<file path="src/rtl/pc_fetch_pkg.sv">
// rtl/pc_fetch_pkg.sv - shared types and constants for the PC/next-PC stage
package pc_fetch_pkg;

  typedef enum logic [1:0] {
    ST_RUN   = 2'd0,
    ST_FLUSH = 2'd1,
    ST_TRAP  = 2'd2
  } fetch_state_t;

  typedef enum logic [1:0] {
    SEL_SEQ = 2'd0,
    SEL_BR  = 2'd1,
    SEL_J   = 2'd2,
    SEL_JR  = 2'd3
  } redirect_sel_t;

  localparam logic [31:0] PC_STEP = 32'd4;

endpackage

</file>
<file path="src/rtl/next_pc_sel.sv">
// rtl/next_pc_sel.sv - redirect target arithmetic, priority select and alignment check
module next_pc_sel
  import pc_fetch_pkg::*;
(
  input  logic [31:0] br_pc4_i,
  input  logic        branch_i,
  input  logic        br_taken_i,
  input  logic [31:0] br_offset_i,
  input  logic        jump_i,
  input  logic [25:0] jump_index_i,
  input  logic        jr_i,
  input  logic [31:0] jr_addr_i,
  output logic        redirect_o,
  output logic [31:0] target_o,
  output logic        misaligned_o
);

  redirect_sel_t sel;
  logic [31:0]   br_target;
  logic [31:0]   j_target;

  assign br_target = br_pc4_i + br_offset_i;
  assign j_target  = {br_pc4_i[31:28], jump_index_i, 2'b00};

  // jr outranks jump, jump outranks a taken branch; an untaken branch is sequential
  always_comb begin
    sel = SEL_SEQ;
    if (jr_i)                     sel = SEL_JR;
    else if (jump_i)              sel = SEL_J;
    else if (branch_i && br_taken_i) sel = SEL_BR;
  end

  always_comb begin
    target_o = 32'd0;
    case (sel)
      SEL_BR:  target_o = br_target;
      SEL_J:   target_o = j_target;
      SEL_JR:  target_o = jr_addr_i;
      default: target_o = 32'd0;
    endcase
  end

  assign redirect_o   = (sel != SEL_SEQ);
  assign misaligned_o = redirect_o && (target_o[1:0] != 2'b00);

endmodule

</file>
<file path="src/rtl/pc_fetch_unit.sv">
// rtl/pc_fetch_unit.sv - PC register, fetch handshake, redirect flush and misalignment trap
module pc_fetch_unit
  import pc_fetch_pkg::*;
#(
  parameter logic [31:0] RESET_PC     = 32'h0000_0000,
  parameter int          FLUSH_CYCLES = 1
) (
  input  logic        clk_i,
  input  logic        rst_i,
  input  logic        stall_i,
  input  logic        fetch_ready_i,
  output logic        fetch_valid_o,
  output logic [31:0] pc_o,
  output logic [31:0] pc_plus4_o,
  input  logic [31:0] br_pc4_i,
  input  logic        branch_i,
  input  logic        br_taken_i,
  input  logic [31:0] br_offset_i,
  input  logic        jump_i,
  input  logic [25:0] jump_index_i,
  input  logic        jr_i,
  input  logic [31:0] jr_addr_i,
  output logic        flush_o,
  output logic        trap_o,
  output logic [31:0] trap_addr_o,
  output logic [31:0] fetch_count_o
);

  localparam logic [2:0] FLUSH_INIT = 3'(FLUSH_CYCLES);

  fetch_state_t state, state_next;
  logic [31:0]  pc_q, pc_next;
  logic [31:0]  trap_addr_q, trap_addr_next;
  logic [31:0]  count_q, count_next;
  logic [2:0]   flush_cnt_q, flush_cnt_next;
  logic         started_q;
  logic         redirect;
  logic [31:0]  target;
  logic         misaligned;
  logic         active;

  next_pc_sel u_next_pc_sel (
    .br_pc4_i     (br_pc4_i),
    .branch_i     (branch_i),
    .br_taken_i   (br_taken_i),
    .br_offset_i  (br_offset_i),
    .jump_i       (jump_i),
    .jump_index_i (jump_index_i),
    .jr_i         (jr_i),
    .jr_addr_i    (jr_addr_i),
    .redirect_o   (redirect),
    .target_o     (target),
    .misaligned_o (misaligned)
  );

  // started_q keeps fetch_valid_o low for the first cycle after reset release
  assign active = (state == ST_RUN) && started_q;

  always_ff @(posedge clk_i) begin
    if (rst_i) begin
      state       <= ST_RUN;
      pc_q        <= RESET_PC;
      trap_addr_q <= 32'd0;
      count_q     <= 32'd0;
      flush_cnt_q <= 3'd0;
      started_q   <= 1'b0;
    end else begin
      state       <= state_next;
      pc_q        <= pc_next;
      trap_addr_q <= trap_addr_next;
      count_q     <= count_next;
      flush_cnt_q <= flush_cnt_next;
      started_q   <= 1'b1;
    end
  end

  always_comb begin
    state_next     = state;
    pc_next        = pc_q;
    trap_addr_next = trap_addr_q;
    count_next     = count_q;
    flush_cnt_next = flush_cnt_q;
    case (state)
      ST_RUN: begin
        if (active && !stall_i) begin
          if (redirect && !misaligned) begin
            pc_next        = target;
            state_next     = ST_FLUSH;
            flush_cnt_next = FLUSH_INIT;
          end else if (redirect) begin
            trap_addr_next = target;
            state_next     = ST_TRAP;
          end else if (fetch_ready_i) begin
            pc_next    = pc_q + PC_STEP;
            count_next = count_q + 32'd1;
          end
        end
      end
      ST_FLUSH: begin
        flush_cnt_next = flush_cnt_q - 3'd1;
        if (flush_cnt_q <= 3'd1) state_next = ST_RUN;
      end
      ST_TRAP: state_next = ST_TRAP;
      default: state_next = ST_RUN;
    endcase
  end

  assign fetch_valid_o = active;
  assign flush_o       = (state == ST_FLUSH);
  assign trap_o        = (state == ST_TRAP);
  assign pc_o          = pc_q;
  assign pc_plus4_o    = pc_q + PC_STEP;
  assign trap_addr_o   = trap_addr_q;
  assign fetch_count_o = count_q;

endmodule
</file>
<file path="config.mk">
export PLATFORM = sky130hd
export DESIGN_NAME = pc_fetch_unit
export DESIGN_NICKNAME = d
export VERILOG_FILES = /design/src/rtl/pc_fetch_pkg.sv /design/src/rtl/next_pc_sel.sv /design/src/rtl/pc_fetch_unit.sv
export SDC_FILE = /design/constraint.sdc
export NUM_CORES = 1
export LEC_CHECK = 0
export BUFFER_PORTS_ARGS = -buffer_cell sky130_fd_sc_hd__clkbuf_2
export CAP_MARGIN = 10
export CORE_UTILIZATION = 46
export DETAILED_ROUTE_END_ITERATION = 10
export PLACE_DENSITY = 0.86
export SYNTH_ARGS = -nofsm -noshare
export SYNTH_HDL_FRONTEND = slang
export SYNTH_SLANG_ARGS = --single-unit
</file>
<file path="constraint.sdc">
create_clock -name clk_i -period 6.86 [get_ports clk_i]
set_clock_uncertainty 0.15 [all_clocks]
set_input_delay 0.343 -clock clk_i [delete_from_list [all_inputs] [get_ports clk_i]]
set_output_delay 0.343 -clock clk_i [all_outputs]
set_load 0.05 [all_outputs]
</file>
Word-level counts from Yosys, hierarchy flattened
Index checks and enable logic that the tools add are counted.
- add/subtract/negate cells: 4
- multiply operators: 0
- divide/modulo/power cells: 0
- order comparisons: 1
- eq/ne operators: 10
- shift-type cells: 0
- muxes and demuxes: 16
- bitwise operators: 2
- reductions and logical operators: 17
- operator list (cell ; number):
    $mux 32 ; 3
    $pmux 32 s3 ; 1
    $add 32x1->32 const B ; 1
    $add 32x3->32 const B ; 1
    $add 32x32->32 ; 1
    $mux 2 ; 6
    $ne 2x1->1 const B ; 4
    $reduce_and 4->1 ; 2
    $reduce_bool 2->1 ; 4
    $eq 2x2->1 const B ; 3
    $mux 3 ; 2
    $pmux 2 s3 ; 1
    $pmux 3 s2 ; 1
    $reduce_and 3->1 ; 2
    $logic_and 1x1->1 ; 5
    $reduce_and 5->1 ; 1
    $eq 2x1->1 const B ; 2
    $le 3x1->1 const B ; 1
    $ne 3x2->1 const B ; 1
    $sub 3x1->3 const B ; 1
    $logic_not 1->1 ; 2
    $logic_not 2->1 ; 1
    $mux 1 ; 2
    $not 1->1 ; 2
- flip-flop bits (word level): 102
- bits in latches: 0
- RAM bits: 0
- memory bits (read-only): 0
- input port bits: 130
- output and inout bits: 131
- logic and storage cells: 56
- memories kept: 0

Logic depth before layout (Yosys ltp)
- depth in word-level cells: 13
- mapped depth: 12
- mapped depth without buffers: 11

By module
A second synthesis with hierarchy kept.
- cell total of the unflattened synthesis: 931
- area total of the unflattened synthesis: 7156.9 µm²
- modules (own cells, without submodules) (module ; instances ; cells an instance ; area an instance (µm²) ; sequential area each (µm²)):
    pc_fetch_unit ; 1 ; 641 ; 5097.4 ; 2042.0
    next_pc_sel ; 1 ; 290 ; 2059.5 ; 0.0

Least setup slack after synthesis
Ideal clock, no wire load.
- path type: register -> register
- from: register pc_q[2] (netlist: pc_o[2])
- to: register pc_q[18] (netlist: pc_o[18])
- setup time: 76 ps
- arrival: 3139 ps
- required time: 6634 ps
- slack: 3494 ps
- cell stages (with the launch flop): 9
- buffers on the path: 0
- period minus slack after synthesis: 3366 ps
- path through: dfxtp_1 ha_1 nand4_1 nor3_1 and3_1 nand3_1 xnor2_1 a222oi_1 o22ai_1
- word-level cells in the longest chain between the ends: 4
- RTL lines (what ; RTL line ; text):
    from (decl) ; pc_fetch_unit.sv:32 ; logic [31:0] pc_q, pc_next;
    from (signal assigned) ; pc_fetch_unit.sv:69 ; pc_q <= pc_next;
    $add 32x3->32 ; - ;
    via pc_plus4_o[18] ; pc_fetch_unit.sv:14 ; output logic [31:0] pc_plus4_o,
    $mux 32 ; pc_fetch_unit.sv:93 ; end else if (fetch_ready_i) begin
    $mux 32 ; pc_fetch_unit.sv:90 ; end else if (redirect) begin
    $mux 32 ; pc_fetch_unit.sv:86 ; if (redirect && !misaligned) begin
The timed path passes the listed nets, and every way through them passes these cells. The select of a mux whose other input is x is not followed.
A chain may end at the register's enable or synchronous reset.

Final worst setup path
- from: register pc_q[2] (netlist: pc_o[2])
- to: output pc_plus4_o[18]
- word-level cells in the longest chain between the ends: 1
- RTL lines (what ; RTL line ; text):
    $add 32x3->32 ; pc_fetch_unit.sv:112 ; assign pc_plus4_o = pc_q + PC_STEP;
    to (decl) ; pc_fetch_unit.sv:14 ;
Every way passes these cells.

==> impl_results.md <==
- Worst path max stage delay: 0.52 ns
- Area share of the largest cell type after synthesis: 0.282
- CP max stage cell: nor3_1
- Largest area contributor in the netlist: dfxtp_1
- Ys flop type: dfxtp_1
- Maximum VDD drop: 101 uV
- Slew @ Worst Pin: 1.21 ns
- Fmax: 282 MHz
- Cell area after layout: 8930 um2
- CTS clk-pin slew, worst paths: 0.07 ns
- Clock Path Buffers: 2
- Clk sinks: 102
- WP data arrival: 3.06 ns
- Worst Path Buf+Inv: 1
- Layout cells sized above 1: 0.281
- First-pass GRT wire length: 36,900 um
- Sequential area share after synthesis: 0.282
- Max Fanout on Critical Path: 8
- H-tree levels: 3
- Filler Cells Inserted: 1,396
- WS Path Type: reg -> out
- Initial antenna violation count: 1
- Worst endpoint required time: 6.37 ns
- Synth cell types: 86
- Peak-usage layer in the global routing report: met2
- Post-placement cell area: 8550 um2
- Syn Nets: 1,090
- DRT Wirelength: 23,900 um
- Period utilization: 0.518
- Top post-synthesis cells by area: dfxtp_1 28%, ha_1 5.9%, nor2_1 5.4%
- Detailed-route via count: 8,053
- ANT cells: 0
- Async S/R FF share, synth: 0
- Status: finished clean
- Vias per cell: 5.90
- Met2 usage: 0.455
- RR Startpoint: state[1]
- Final Max Tran Viols: 0
- Total of max-cap violations: 0
- Leak: 0.00405 uW
- CP cell instances: ha_1 > nand4_1 > nor3_1 > and3_1 > nand3_1 > xnor2_1 > clkbuf_2
- Net switching share of the total power: 0.330
- Seq cells post-synth: 102
- Met3 usage: 0.0540
- Routed wire per std cell: 17.5 um
- Final min period: 3.55 ns
- Slew margin rel.: 0.187
- Comb pwr share: 0.266
- Initial Util: 0.474
- Synth Area per Inst: 7.83 um2
- CP Launch Type: flop
- Top delay family on crit path: simple AND/OR/NAND/NOR gates
- Drt drc: 0
- Synth Warn #: 0
- Multi-input logic area: 4850 um2
- Seq pwr share: 0.372
- Drt pass-1 iters: 5
- Post-DRT Antenna Nets: 0
- # IOs: 261
- Hold Crit Start: stall_i
- Switching pwr: 557 uW
- Die height: 127 um
- Number of hold buffers added after cts: 0
- Unrepaired setup endpoints after global routing: false
- Final Hold Fails: 0
- Die area: 16,200 um2
- GR Overflow Total: 0
- Placed Instances: 1,348
- Critical Path Start: pc_o[2]
- Clock Latency Late Sink: 0.35 ns
- CTS root buf: clkbuf_16
- Final setup margin: 3.31 ns
- Power share of the clock group: 0.362
- Placer Congestion: 0.948
- Count of cells resized by post-cts repair: 0
- EDFF count, synth: 0
- Final non-filler cell total: 1,365
- CP endpoint kind: output port
- GRT met1 Usage: 0.386
- Die span in x: 127 um
- Vias in the first global route: 7,196
- Power per cell area: 189 nW/um2
- # setup viols final: 0
- Post-Synthesis Cells: 925
- Hold Path Class: in -> reg
- Post-synthesis instance area: 7240 um2
- # nets final: 1,314
- Layout area overhead: 23.4%
- Rows: 45
- DR iter-0 viols: 702
- FF/Latch Area: 2040 um2
- Pre-CTS WS: 3.24 ns
- Pin count of the biggest net entering global routing: 84
- Port Buffers: 260
- Core Area: 15,300 um2
- Int Power: 1130 uW
- Detailed Place HPWL: 18,400 um
- Number of setup buffers added after CTS: 0
- CTS Buf Count: 9
- CTS tree: built
- Total GRT Usage: 0.286
- Setup tns final: 0 ns
-- final cells by class --
type | instances | area share
multi-input cells | 753 | 0.543
flip-flops and latches | 102 | 0.229
repair buffers | 265 | 0.151
well taps | 211 | 0.0296
clock buffers | 9 | 0.0252
clock inverters | 7 | 0.0154
inverters | 18 | 0.00757
-- worst reg2reg max path, cell delays in order (launching register included) --
cell,delay (ns)
dfxtp_1,0.42
nor3b_2,0.28
nand2b_1,0.11
or2_4,0.29
a21oi_1,0.86
o21ai_0,0.26
a221oi_1,0.35
a21oi_1,0.13
-- state kept, by name (all words and copies together) (netlist names) --
signal         count
pc_o              32
flush_cnt_q        3
started_q          1
trap_addr_o       32
state              2
fetch_count_o     32
-- cell families (layout without fill, tap and decap cells) --
group	Yosys count	after routing	share of synthesized area
flops	102	102	0.282
buf+inv	70	299	0.0493
mux	4	4	0.00553
compound gates	277	277	0.254
simple gates	363	363	0.258
fa+ha+maj	35	35	0.0615
xor+xnor	74	74	0.0895
-- synthesized netlist by cell type (all sizes together) (3+ instances only) --
master,number
and3,31
inv,18
o21a,4
nor3,23
o21ai,72
dfxtp,102
nand3,40
buf,17
nor2b,6
mux2i,4
or2,4
a211oi,12
nor4b,3
o221ai,4
xnor2,36
nor2,108
a21o,16
a221oi,7
a222oi,16
and2,9
nor4,4
a22oi,17
nand2b,7
clkbuf,34
a221o,3
ha,34
a21oi,75
xor2,38
o21bai,3
a22o,10
nand4,12
o22ai,7
nand2,94
or3,14
a31oi,10
-- power groups by stage --
stage               registers (uW)  clock network, uW  logic, uW
floorplan                      687                  0        264
CTS                            626                617        440
global placement               640                  0        435
finish                         627                611        448
global route                   629                639        482
detailed placement             640                  0        438
-- cells in the final DEF (no fill, tap or decap), types with 34 or more instances in the layout --
cell type    n
clkbuf_2   260
a21oi_1     75
ha_1        34
nand3_1     38
xor2_1      38
nand2_1     94
dfxtp_1    102
xnor2_1     36
o21ai_0     69
nor2_1     104
-- path summary, 6_finish.rpt --
kind / slack (ns) / end / depth (start not counted)
worst min register to register: 0.31 / trap_addr_o[1] / 2
worst max register to register: 3.84 / pc_o[22] / 7
worst min-delay path: 0.19 / trap_addr_o[1] / 4
worst max-delay path: 3.31 / pc_plus4_o[18] / 7
-- per-layer routing --
metal,share of wire,vias up
li1,-,3827
met5,0.00050,-
met3,0.10,55
met1,0.41,3709
met2,0.46,460
met4,0.025,2
-- stage by stage --
| stage | hold slack, ns | utilization | power [uW] |
|---|---|---|---|
| floorplan | 0.309 | - | 951 |
| global placement | 0.295 | 0.560 | 1070 |
| detailed placement | 0.302 | 0.560 | 1080 |
| CTS | 0.189 | 0.584 | 1680 |
| global route | 0.230 | 0.585 | 1750 |
| finish | 0.194 | 0.585 | 1690 |
No activity file was read; power rests on OpenSTA's default activity.
